==> src/rtl/regfile_pkg.sv <==
// Shared types and helpers for the multi-port register file.
package regfile_pkg;

    typedef enum logic [0:0] {
        RF_IDLE  = 1'b0,
        RF_CLEAR = 1'b1
    } rf_state_e;

    // Address width for a register count; usable in parameter defaults.
    function automatic int rf_clog2(input int n);
        int r;
        r = 0;
        while ((1 << r) < n) begin
            r = r + 1;
        end
        return r;
    endfunction

endpackage

==> src/rtl/regfile_scoreboard.sv <==
// Per-register busy scoreboard: bulk clear beats issue, issue beats write-clear.
module regfile_scoreboard
    import regfile_pkg::*;
#(
    parameter int NREGS    = 8,
    parameter int AW       = rf_clog2(NREGS),
    parameter int ZERO_REG = 0
) (
    input  logic             clk,
    input  logic             rst_n,
    input  logic             clr_v,
    input  logic [AW-1:0]    clr_idx,
    input  logic             wr_a_v,
    input  logic [AW-1:0]    wr_a_addr,
    input  logic             wr_m_v,
    input  logic [AW-1:0]    wr_m_addr,
    input  logic             iss_v,
    input  logic [AW-1:0]    iss_a,
    output logic [NREGS-1:0] busy
);

    logic [NREGS-1:0] busy_r;
    logic [NREGS-1:0] busy_nxt_s;
    logic             iss_ok_s;

    // Issues are dropped while clearing and, with a zero register, to r0.
    always_comb begin
        iss_ok_s = iss_v && !clr_v && !((ZERO_REG != 0) && (iss_a == {AW{1'b0}}));
    end

    // Next busy vector, evaluated bit by bit with the priority chain.
    always_comb begin
        busy_nxt_s = busy_r;
        for (int i = 0; i < NREGS; i++) begin
            if (((ZERO_REG != 0) && (i == 0)) || (clr_v && (clr_idx == AW'(i)))) begin
                busy_nxt_s[i] = 1'b0;
            end else if (iss_ok_s && (iss_a == AW'(i))) begin
                busy_nxt_s[i] = 1'b1;
            end else if ((wr_a_v && (wr_a_addr == AW'(i))) || (wr_m_v && (wr_m_addr == AW'(i)))) begin
                busy_nxt_s[i] = 1'b0;
            end else begin
                busy_nxt_s[i] = busy_r[i];
            end
        end
    end

    // Busy state register.
    always_ff @(posedge clk or negedge rst_n) begin
        if (!rst_n) begin
            busy_r <= {NREGS{1'b0}};
        end else begin
            busy_r <= busy_nxt_s;
        end
    end

    assign busy = busy_r;

endmodule

==> src/rtl/regfile_mp.sv <==
// Parametrised multi-port register file with data/move write ports,
// optional bypass and zero register, busy scoreboard and bulk-clear engine.
module regfile_mp
    import regfile_pkg::*;
#(
    parameter int DATA_W   = 8,
    parameter int NREGS    = 8,
    parameter int AW       = rf_clog2(NREGS),
    parameter int NRD      = 2,
    parameter int BYPASS   = 1,
    parameter int ZERO_REG = 0
) (
    input  logic                       clk,
    input  logic                       reset_n,
    input  logic [NRD-1:0][AW-1:0]     ra,
    output logic [NRD-1:0][DATA_W-1:0] rd,
    output logic [NRD-1:0]             rd_busy,
    input  logic                       we_a,
    input  logic [AW-1:0]              wa_a,
    input  logic [DATA_W-1:0]          wd_a,
    input  logic                       we_m,
    input  logic [AW-1:0]              wa_m,
    input  logic [AW-1:0]              ms_m,
    input  logic                       iss_v,
    input  logic [AW-1:0]              iss_a,
    input  logic                       clr_req,
    output logic                       clr_busy,
    output logic                       clr_done,
    output logic [NREGS-1:0]           busy
);

    localparam logic [AW-1:0] LAST_IDX = AW'(NREGS - 1);

    logic [DATA_W-1:0] rf_r [NREGS];
    rf_state_e         state_r;
    rf_state_e         state_nxt_s;
    logic [AW-1:0]     idx_r;
    logic [AW-1:0]     idx_nxt_s;
    logic              clearing_s;
    logic              a_ok_s;
    logic              m_ok_s;
    logic [NREGS-1:0]  busy_s;

    // Legal commits; port A wins a same-address collision with the move port.
    always_comb begin
        clearing_s = (state_r == RF_CLEAR);
        a_ok_s     = we_a && !clearing_s && !((ZERO_REG != 0) && (wa_a == {AW{1'b0}}));
        m_ok_s     = we_m && !clearing_s && !((ZERO_REG != 0) && (wa_m == {AW{1'b0}}))
                     && !(a_ok_s && (wa_a == wa_m));
    end

    // Clear engine next-state: one register per cycle, index wraps to zero.
    always_comb begin
        state_nxt_s = state_r;
        idx_nxt_s   = idx_r;
        case (state_r)
            RF_IDLE: begin
                if (clr_req) begin
                    state_nxt_s = RF_CLEAR;
                    idx_nxt_s   = {AW{1'b0}};
                end else begin
                    state_nxt_s = RF_IDLE;
                end
            end
            RF_CLEAR: begin
                idx_nxt_s = idx_r + AW'(1);
                if (idx_r == LAST_IDX) begin
                    state_nxt_s = RF_IDLE;
                end else begin
                    state_nxt_s = RF_CLEAR;
                end
            end
            default: begin
                state_nxt_s = RF_IDLE;
                idx_nxt_s   = {AW{1'b0}};
            end
        endcase
    end

    // Clear engine state and index registers.
    always_ff @(posedge clk or negedge reset_n) begin
        if (!reset_n) begin
            state_r <= RF_IDLE;
            idx_r   <= {AW{1'b0}};
        end else begin
            state_r <= state_nxt_s;
            idx_r   <= idx_nxt_s;
        end
    end

    assign clr_busy = clearing_s;
    assign clr_done = clearing_s && (idx_r == LAST_IDX);

    // Data array; the move source is the pre-edge value of rf[ms_m].
    always_ff @(posedge clk or negedge reset_n) begin
        if (!reset_n) begin
            for (int i = 0; i < NREGS; i++) begin
                rf_r[i] <= {DATA_W{1'b0}};
            end
        end else if (clearing_s) begin
            rf_r[idx_r] <= {DATA_W{1'b0}};
        end else begin
            if (m_ok_s) begin
                rf_r[wa_m] <= rf_r[ms_m];
            end
            if (a_ok_s) begin
                rf_r[wa_a] <= wd_a;
            end
        end
    end

    regfile_scoreboard #(
        .NREGS    (NREGS),
        .AW       (AW),
        .ZERO_REG (ZERO_REG)
    ) u_scoreboard (
        .clk       (clk),
        .rst_n     (reset_n),
        .clr_v     (clearing_s),
        .clr_idx   (idx_r),
        .wr_a_v    (a_ok_s),
        .wr_a_addr (wa_a),
        .wr_m_v    (m_ok_s),
        .wr_m_addr (wa_m),
        .iss_v     (iss_v),
        .iss_a     (iss_a),
        .busy      (busy_s)
    );

    assign busy = busy_s;

    // Combinational read ports; a_ok_s is already low during a clear.
    always_comb begin
        for (int i = 0; i < NRD; i++) begin
            if ((ZERO_REG != 0) && (ra[i] == {AW{1'b0}})) begin
                rd[i]      = {DATA_W{1'b0}};
                rd_busy[i] = 1'b0;
            end else if ((BYPASS != 0) && a_ok_s && (wa_a == ra[i])) begin
                rd[i]      = wd_a;
                rd_busy[i] = 1'b0;
            end else begin
                rd[i]      = rf_r[ra[i]];
                rd_busy[i] = busy_s[ra[i]];
            end
        end
    end

endmodule

==> config.mk <==
export PLATFORM = sky130hd
export DESIGN_NAME = regfile_mp
export DESIGN_NICKNAME = d
export VERILOG_FILES = /design/src/rtl/regfile_pkg.sv /design/src/rtl/regfile_scoreboard.sv /design/src/rtl/regfile_mp.sv
export SDC_FILE = /design/constraint.sdc
export NUM_CORES = 1
export LEC_CHECK = 0
export BUFFER_PORTS_ARGS = -buffer_cell sky130_fd_sc_hd__buf_2
export CORE_ASPECT_RATIO = 1.4
export CORE_MARGIN = 10
export CORE_UTILIZATION = 45
export CTS_CLUSTER_SIZE = 8
export DETAILED_ROUTE_END_ITERATION = 7
export MAX_ROUTING_LAYER = met4
export SETUP_SLACK_MARGIN = 0.2
export SLEW_MARGIN = 0
export SYNTH_ARGS = -nofsm -noshare
export SYNTH_HDL_FRONTEND = slang
export SYNTH_SLANG_ARGS = --single-unit
==> constraint.sdc <==
create_clock -name clk -period 2.2 [get_ports clk]
set_input_delay 0.11 -clock clk [delete_from_list [all_inputs] [get_ports clk]]
set_output_delay 0.11 -clock clk [all_outputs]
set_load 0.01 [all_outputs]
==> impl_results.md, run 1 <==
* RSZ-0062 raised after global routing: true
* Die X at 120 µm
* Synth Register Bits at 76
* Status: finished with violations
* Routed wire length at 25,000 µm
* Max Fclk at 489 MHz
* Layout Skew at 9.91 ps
* Vias in the first global route at 6,042
* GP Congestion at 0.947
* Largest net degree at the start of global routing at 43
* Synth warn at 0
* Post-Syn Instances at 560
* Drt first pass iters at 6
* Nets@finish at 660
* Initial DRC Count at 581
* Port-buffer cells at 59
* Die extent in y at 160 µm
* Clock sinks at 76
* # IOs at 60
* Vias post-DR at 6,035
* CTS tree: done
* Total negative setup slack at 0 ps
* Ys async rst share at 1.00
* Hold_ws at -0.861 ps
* Slew Viols, Final at 0
* Count of final hold-check violations at 1
* ANT nets after route at 0
* Layout cells sized above 1 at 0.341
* Top_reg_cell synth: dfrtp_1
* Die Area at 0.0191 mm²
* Peak supply drop at 0.000730 V
* Post-DP HPWL at 16,800 µm
* Initial antenna violation count at 0
* Post-Syn Nets at 598
* Hold Path Class: in2reg
* First-pass GRT wire length at 37,900 µm
* Crit path time final at 2040 ps
* CTS buffer count at 9
* Sequential share of the synthesized area at 0.304
* Syn-to-layout area delta at 17.0%
* Crit Path Class: reg2out
* Vias per cell at 7.46
* Placed insts at 789
* EDFF count, synth at 0
* Max-Cap Viols at 0
* Final setup fails at 0
* Worst Path Required at 2090 ps
* Leak at 0.00270 µW
* CP Max Fanout at 7
* Total GRT Usage at 0.263
* Slew headroom at 0.279
* H-tree levels at 3
* Failing checks: hold timing
* Crit. End Element: output pin
* CTS max path bufs at 2
* Clk slew on worst S/H paths at 60 ps
* Residual DRC at 0
* Period Utilization, post-route at 0.929
* Syn Area/Cell at 11.2 µm²
* CTS Root Cell: clkbuf_16
* Cell Pwr Density at 1040 mW/mm²
* Skew-Pair Late Insertion Delay at 350 ps
* Least-Margin Pin Slew at 1080 ps
* Core area at 0.0135 mm²
* Row count at 50
* Mapped Area at 0.00626 mm²
* DR WL/cell at 30.9 µm
* Startpoint types: flop
* Synth unique cells at 39
* Filler cells at 1,220
* Arrival @ worst endpoint at 1930 ps
* Initial Utilization at 0.463
* Non-filler instance count after layout at 809
* Antenna cells at 0
* Gr ovfl total at 0
[synth_stat cells, types with 7 or more instances]
master,instances,share of area
nor2b_1,13,0.013
mux2i_4,7,0.025
clkbuf_1,24,0.014
o211ai_1,64,0.077
dfrtp_1,76,0.30
buf_2,12,0.0096
o2111ai_1,64,0.090
nor2_1,27,0.016
nand4_1,8,0.0080
inv_1,9,0.0054
nand3_1,8,0.0064
a21oi_1,15,0.012
mux2i_1,19,0.030
a31oi_1,8,0.0080
buf_1,8,0.0048
mux4_2,52,0.19
buf_6,10,0.018
a22oi_1,64,0.077
o311ai_2,8,0.021
o21ai_0,7,0.0056
nand2_1,15,0.0090
[timing repair]
action / 4_1_cts / 5_1_grt
endpoints found under the hold margin: 35 / 0
hold buffers: 2 / 0
gates resized for setup: 18 / 14
pin swaps: 2 / 1
endpoints found under the setup margin: 18 / 39
buffers inserted: 2 / 0
[worst max-delay path, stage by stage (launching register included)]
cell and delay [ps]:
dfrtp_1 410, nand2b_4 160, or4_4 560, buf_12 180, nor2_4 100, a21oi_4 50, buf_6 130
[flip-flops by register name, summed over array words and instances, names as in the netlist]
name / flops
u_scoreboard.busy: 8
clr_busy: 1
rf_r: 64
idx_r: 3
[path summary, 6_finish.rpt]
path,from,end,slack [ps],cells after the start
min reg2reg,u_scoreboard.busy[7]$_DFFE_PN0P_,u_scoreboard.busy[7]$_DFFE_PN0P_,590,2
max reg2reg,clr_busy$_DFF_PN0_,rf_r[43]$_DFF_PN0_,230,5
max in group asynchronous,reset_n,u_scoreboard.busy[7]$_DFFE_PN0P_,1200,3
min in group asynchronous,reset_n,rf_r[36]$_DFF_PN0_,270,2
min,iss_a[0],u_scoreboard.busy[0]$_DFFE_PN0P_,-0.9,2
max,clr_busy$_DFF_PN0_,rd[14],160,6
[layout by cell type, fill, tap and decap left out, types with 3 or more instances in the layout]
master     netlist  final
a21oi_1         15     12
a21oi_2          1      3
a22oi_1         64     64
a31oi_1          8      8
buf_12           0      3
buf_2           12     56
buf_4            6     46
buf_6           10      4
clkbuf_16        0      9
dfrtp_1         76     76
ha_1             6      6
inv_1            9      7
mux2i_1         19     19
mux2i_4          7      7
mux4_2          52     52
nand2_1         15     12
nand2_2          0      3
nand2b_1         5      4
nand3_1          8      8
nand4_1          8      8
nor2_1          27     22
nor2_4           0      6
nor2b_1         13     13
o2111ai_1       64     64
o211ai_1        64     64
o21ai_0          7      7
o311ai_2         8      8
o31ai_1          3      3
xor2_1           6      6
[where the power goes]
part           leakage, µW  internal, µW  switching (µW)  total (µW)
Sequential         0.00105          1800             571        2370
Combinational      0.00151          1440            2130        3580
Clock             0.000152          1030             638        1670
Total              0.00270          4270            3340        7620
[stage by stage]
stage	total power, µW	cell area, µm²	hold WS, ps	setup WS, ps	utilization
CTS	7470	7270	2.06	166	0.538
detailed placement	5750	6830	107	213	0.506
finish	7620	7320	-0.861	156	0.542
floorplan	4360	6260	-186	323	-
global route	7930	7320	30.2	112	0.542
global placement	5670	6830	105	286	0.506
[logic make-up after synthesis]
group           Yosys count  synth area share
buf+inv                  70            0.0602
xor+xnor                  7            0.0110
flops                    76             0.304
mux                      79             0.245
compound gates          235             0.296
simple gates             87            0.0724
fa+ha+maj                 6            0.0120
[final cells by class]
cell class,count,area (µm²),share of cell area
Clock inverter,5,83.8,0.0114
Inverter,9,38.8,0.00530
Tap cell,182,228,0.0311
Multi-Input combinational cell,414,4060,0.555
Sequential cell,76,1900,0.260
Clock buffer,11,243,0.0331
Timing Repair Buffer,112,766,0.105
[routing by layer]
layer	up-vias	global-route usage	wire length (µm)
li1	2503	-	-
met1	2992	0.314	9280
met2	428	0.404	11900
met3	112	0.0571	2350
met4	0	0.145	1470
met5	-	-	0
(Power assumes the default switching activity.)
==> run 2, diff against run 1 <==
--- a/config.mk
+++ b/config.mk
@@ -7,2 +7,3 @@
 export LEC_CHECK = 0
+export ABC_AREA = 1
 export BUFFER_PORTS_ARGS = -buffer_cell sky130_fd_sc_hd__buf_2
--- a/constraint.sdc
+++ b/constraint.sdc
@@ -3,2 +3,2 @@
 set_output_delay 0.11 -clock clk [all_outputs]
-set_load 0.01 [all_outputs]
+set_load 0.005 [all_outputs]
==> impl_results.md, run 2 <==
* Status: finished clean
* Crit. End Element: output pin
* CTS max path bufs at 2 (unchanged)
* RSZ-0062 raised after global routing: true
* Nets@finish at 1,281 (+94%)
* Simple-Gate Fraction of Synth Area at 0.416 (+0.344)
* Sequential Power Share at 0.321 (+0.010)
* Crit path time final at 1920 ps (-129 ps)
* Initial Utilization at 0.454 (-0.00883)
* DR WL/cell at 19.4 µm (-37%)
* Worst Path Required at 2090 ps (about the same)
* Post-synth top cells: 443 x nand2_1, 152 x o21ai_0, 139 x nand3_1
* Die extent in y at 168 µm (+5.2%)
* Arrival @ worst endpoint at 1810 ps (-120 ps)
* Hold Crit Depth at 4 (+2)
* Die X at 126 µm (+5.0%)
* Layout Skew at 9.08 ps (-0.833 ps)
* GP Congestion at 0.988 (+4.3%)
* Initial antenna violation count at 0 (unchanged)
* Largest Register: rf_r
* Cell Pwr Density at 949 mW/mm² (-8.7%)
* Startpoint types: flop
* Sequential share of the synthesized area at 0.271 (-0.0333)
* CP Max Fanout at 17 (+10)
* Vias per cell at 5.64 (-24%)
* Non-filler instance count after layout at 1,443 (+78%)
* Max reg flops at 64 (unchanged)
* Max-Cap Viols at 0 (unchanged)
* # IOs at 60 (unchanged)
* Row count at 54 (+8.0%)
* CTS buffer count at 9 (unchanged)
* Vias in the first global route at 7,754 (+28%)
* Total negative setup slack at 0 ps (unchanged)
* Initial DRC Count at 890 (+53%)
* Synth warn at 0 (unchanged)
* Top_reg_cell synth: dfrtp_1
* Post-DP HPWL at 20,800 µm (+24%)
* Synth Area in Compound Gates at 0.191 (-0.105)
* Die Area at 0.0211 mm² (+10%)
* Vias post-DR at 8,132 (+35%)
* Filler cells at 1,662 (+36%)
* Post-Syn Instances at 1,196 (+110%)
* Drt first pass iters at 5 (-1)
* CTS tree: done
* Placed insts at 1,421 (+80%)
* Area leader, netlist: dfrtp_1
* Peak supply drop at 0.000911 V (+25%)
* Layout cells sized above 1 at 0.108 (-0.233)
* Total GRT Usage at 0.271 (+0.00752)
* R2R cell count at 7 (+2)
* Largest net degree at the start of global routing at 44 (+2.3%)
* Sw frac at 0.479 (+0.0394)
* Sw power at 3600 µW (+7.7%)
* Max Fclk at 522 MHz (+6.7%)
* Slew headroom at 0.574 (+0.295)
* Gr ovfl total at 0 (unchanged)
* Clock power share at 0.204 (-0.015)
* Commonest non-fill, non-tap cell in the layout: nand2_1
* Period Utilization, post-route at 0.870 (-0.0586)
* Residual DRC at 0 (unchanged)
* Buf+Inv Stages, Crit Path at 3 (+1)
* Crit Path Class: reg2out
* Synth Register Bits at 76 (unchanged)
* CP max stage delay at 370 ps (-190 ps)
* Post-Synth XOR/XNOR Area at 0.00498 (-0.00601)
* Core area at 0.0155 mm² (+14%)
* H-tree levels at 3 (unchanged)
* Clk slew on worst S/H paths at 60 ps (about the same)
* Ys async rst share at 1.00 (unchanged)
* Final setup fails at 0 (unchanged)
* Share of Yosys cell area claimed by the top area cell type at 0.271 (-0.0333)
* Largest family of logic cells by synthesized area: simple AND/OR/NAND/NOR gates
* Combinational Power Share at 0.475 (+0.005)
* Mapped Area at 0.00703 mm² (+12%)
* Post-Syn Nets at 1,234 (+110%)
* CP max-delay cell: dfrtp_1
* Internal power at 3920 µW (-8.1%)
* Least-Margin Pin Slew at 637 ps (-441 ps)
* Count of final hold-check violations at 0 (-1)
* Adder-Cell Fraction of Synth Area at 0.0107 (-0.00132)
* Hold_ws at 38.2 ps (+39.1 ps)
* Crit-path leading delay family: buffers and inverters
* Most frequent cells in the layout: 443 x nand2_1, 152 x o21ai_0, 139 x nand3_1, 120 x inv_1, 77 x a21oi_1
* Post-synthesis mux area share at 0 (-0.245)
* Hold Path Class: in2reg
* Routed wire length at 28,100 µm (+12%)
* EDFF count, synth at 0 (unchanged)
* Synth unique cells at 31 (-21%)
* Synth top area cells: dfrtp_1 27%, nand2_1 24%, o21ai_0 11%, nand3_1 9.9%, inv_1 6.4%
* CTS Root Cell: clkbuf_16
* First-pass GRT wire length at 44,500 µm (+18%)
* Antenna cells at 0 (unchanged)
* Syn-to-layout area delta at 12.7%
* Leak at 0.00448 µW (+66%)
* Crit path cell chain: nor2_1 > buf_6 > o21ai_1 > nor2_1 > nand2_1 > buf_6 > o211ai_1 > o21ai_1 > buf_2
* ANT nets after route at 0 (unchanged)
* Slew Viols, Final at 0 (unchanged)
* Critical path depth at 9 (+3)
* Port-buffer cells at 59 (unchanged)
* Skew-Pair Late Insertion Delay at 350 ps (about the same)
* Cell with the most instances after synthesis: nand2_1
* Clock sinks at 76 (unchanged)
* Total power at 7520 µW (-1.2%)
* Syn Area/Cell at 5.88 µm² (-47%)
run 2: cell count changes after synthesis, sizes merged, moves of 64 or more:
cell | before | now
o2111ai | 64 | 0
inv | 9 | 124
a22oi | 64 | 0
nand3 | 8 | 141
nand2 | 15 | 445
o21ai | 7 | 162
run 2: layout make-up:
| class | instances | area [µm²] | share of cell area |
|---|---|---|---|
| Sequential cell | 76 | 1900 | 0.240 |
| Inverter | 127 | 482 | 0.0608 |
| Clock inverter | 4 | 50.0 | 0.00632 |
| Tap cell | 196 | 245 | 0.0309 |
| Clock buffer | 11 | 243 | 0.0306 |
| Multi-Input combinational cell | 933 | 4390 | 0.554 |
| Timing Repair Buffer | 96 | 611 | 0.0771 |
run 2: logic make-up (layout without fill, tap and decap cells):
kind of cell | Yosys count | count (layout)
flip-flops | 76 | 76
adder cells (fa/ha/maj) | 6 | 6
XOR/XNOR | 4 | 4
buffers and inverters | 187 | 238
AND/OR/NAND/NOR | 664 | 664
AO/OA/AOI/OAI | 259 | 259
run 2: path summary, 6_finish.rpt:
check | slack (ps) | startpoint | end
max | 280 | clr_busy$_DFF_PN0_ | rd[15]
min | 40 | clr_req | idx_r[0]$_DFFE_PN0P_
max reg2reg | 300 | clr_busy$_DFF_PN0_ | rf_r[62]$_DFF_PN0_
min reg2reg | 510 | rf_r[43]$_DFF_PN0_ | rf_r[43]$_DFF_PN0_
max in group asynchronous | 1300 | reset_n | u_scoreboard.busy[2]$_DFFE_PN0P_
min in group asynchronous | 270 | reset_n | rf_r[22]$_DFF_PN0_
run 2: worst register-to-register path: cells and delay by family (launching register included):
kind	cells	cell delay [ps]
and+or+nand+nor	6	1250
buffers and inverters	1	150
DFF	1	370
run 2: metal layers:
layer / up-vias / share of wire / track usage
met5: - / 0 / -
met4: 0 / 0.042 / 0.128
met3: 69 / 0.068 / 0.0475
met2: 333 / 0.47 / 0.417
met1: 3751 / 0.42 / 0.338
li1: 3979 / - / -
run 2: timing repair:
| action | 4_1_cts | 5_1_grt |
|---|---|---|
| endpoints found under the hold margin | 33 | 0 |
| setup buffers | 1 | 5 |
| pin swaps | 0 | 1 |
| hold buffers | 1 | 0 |
| setup endpoints to repair | 14 | 41 |
| gates resized for setup | 3 | 2 |
run 2: power by group through the flow:
stage	sequential (µW)	clock [µW]	combinational [µW]
6_report	2420	1530	3570
5_1_grt	2470	1600	4060
4_1_cts	2390	1550	3520
3_5_place_dp	2420	0	3470
3_3_place_gp	2410	0	3460
2_1_floorplan	2190	0	2430
run 2: per-stage QoR:
step                      area (µm²)   util  setup slack (ps)
after floorplan                 7030      -               673
after global placement          7550  0.488               378
after detailed placement        7550  0.488               335
after CTS                       7880  0.509               223
after global routing            7920  0.512               137
final                           7920  0.512               285
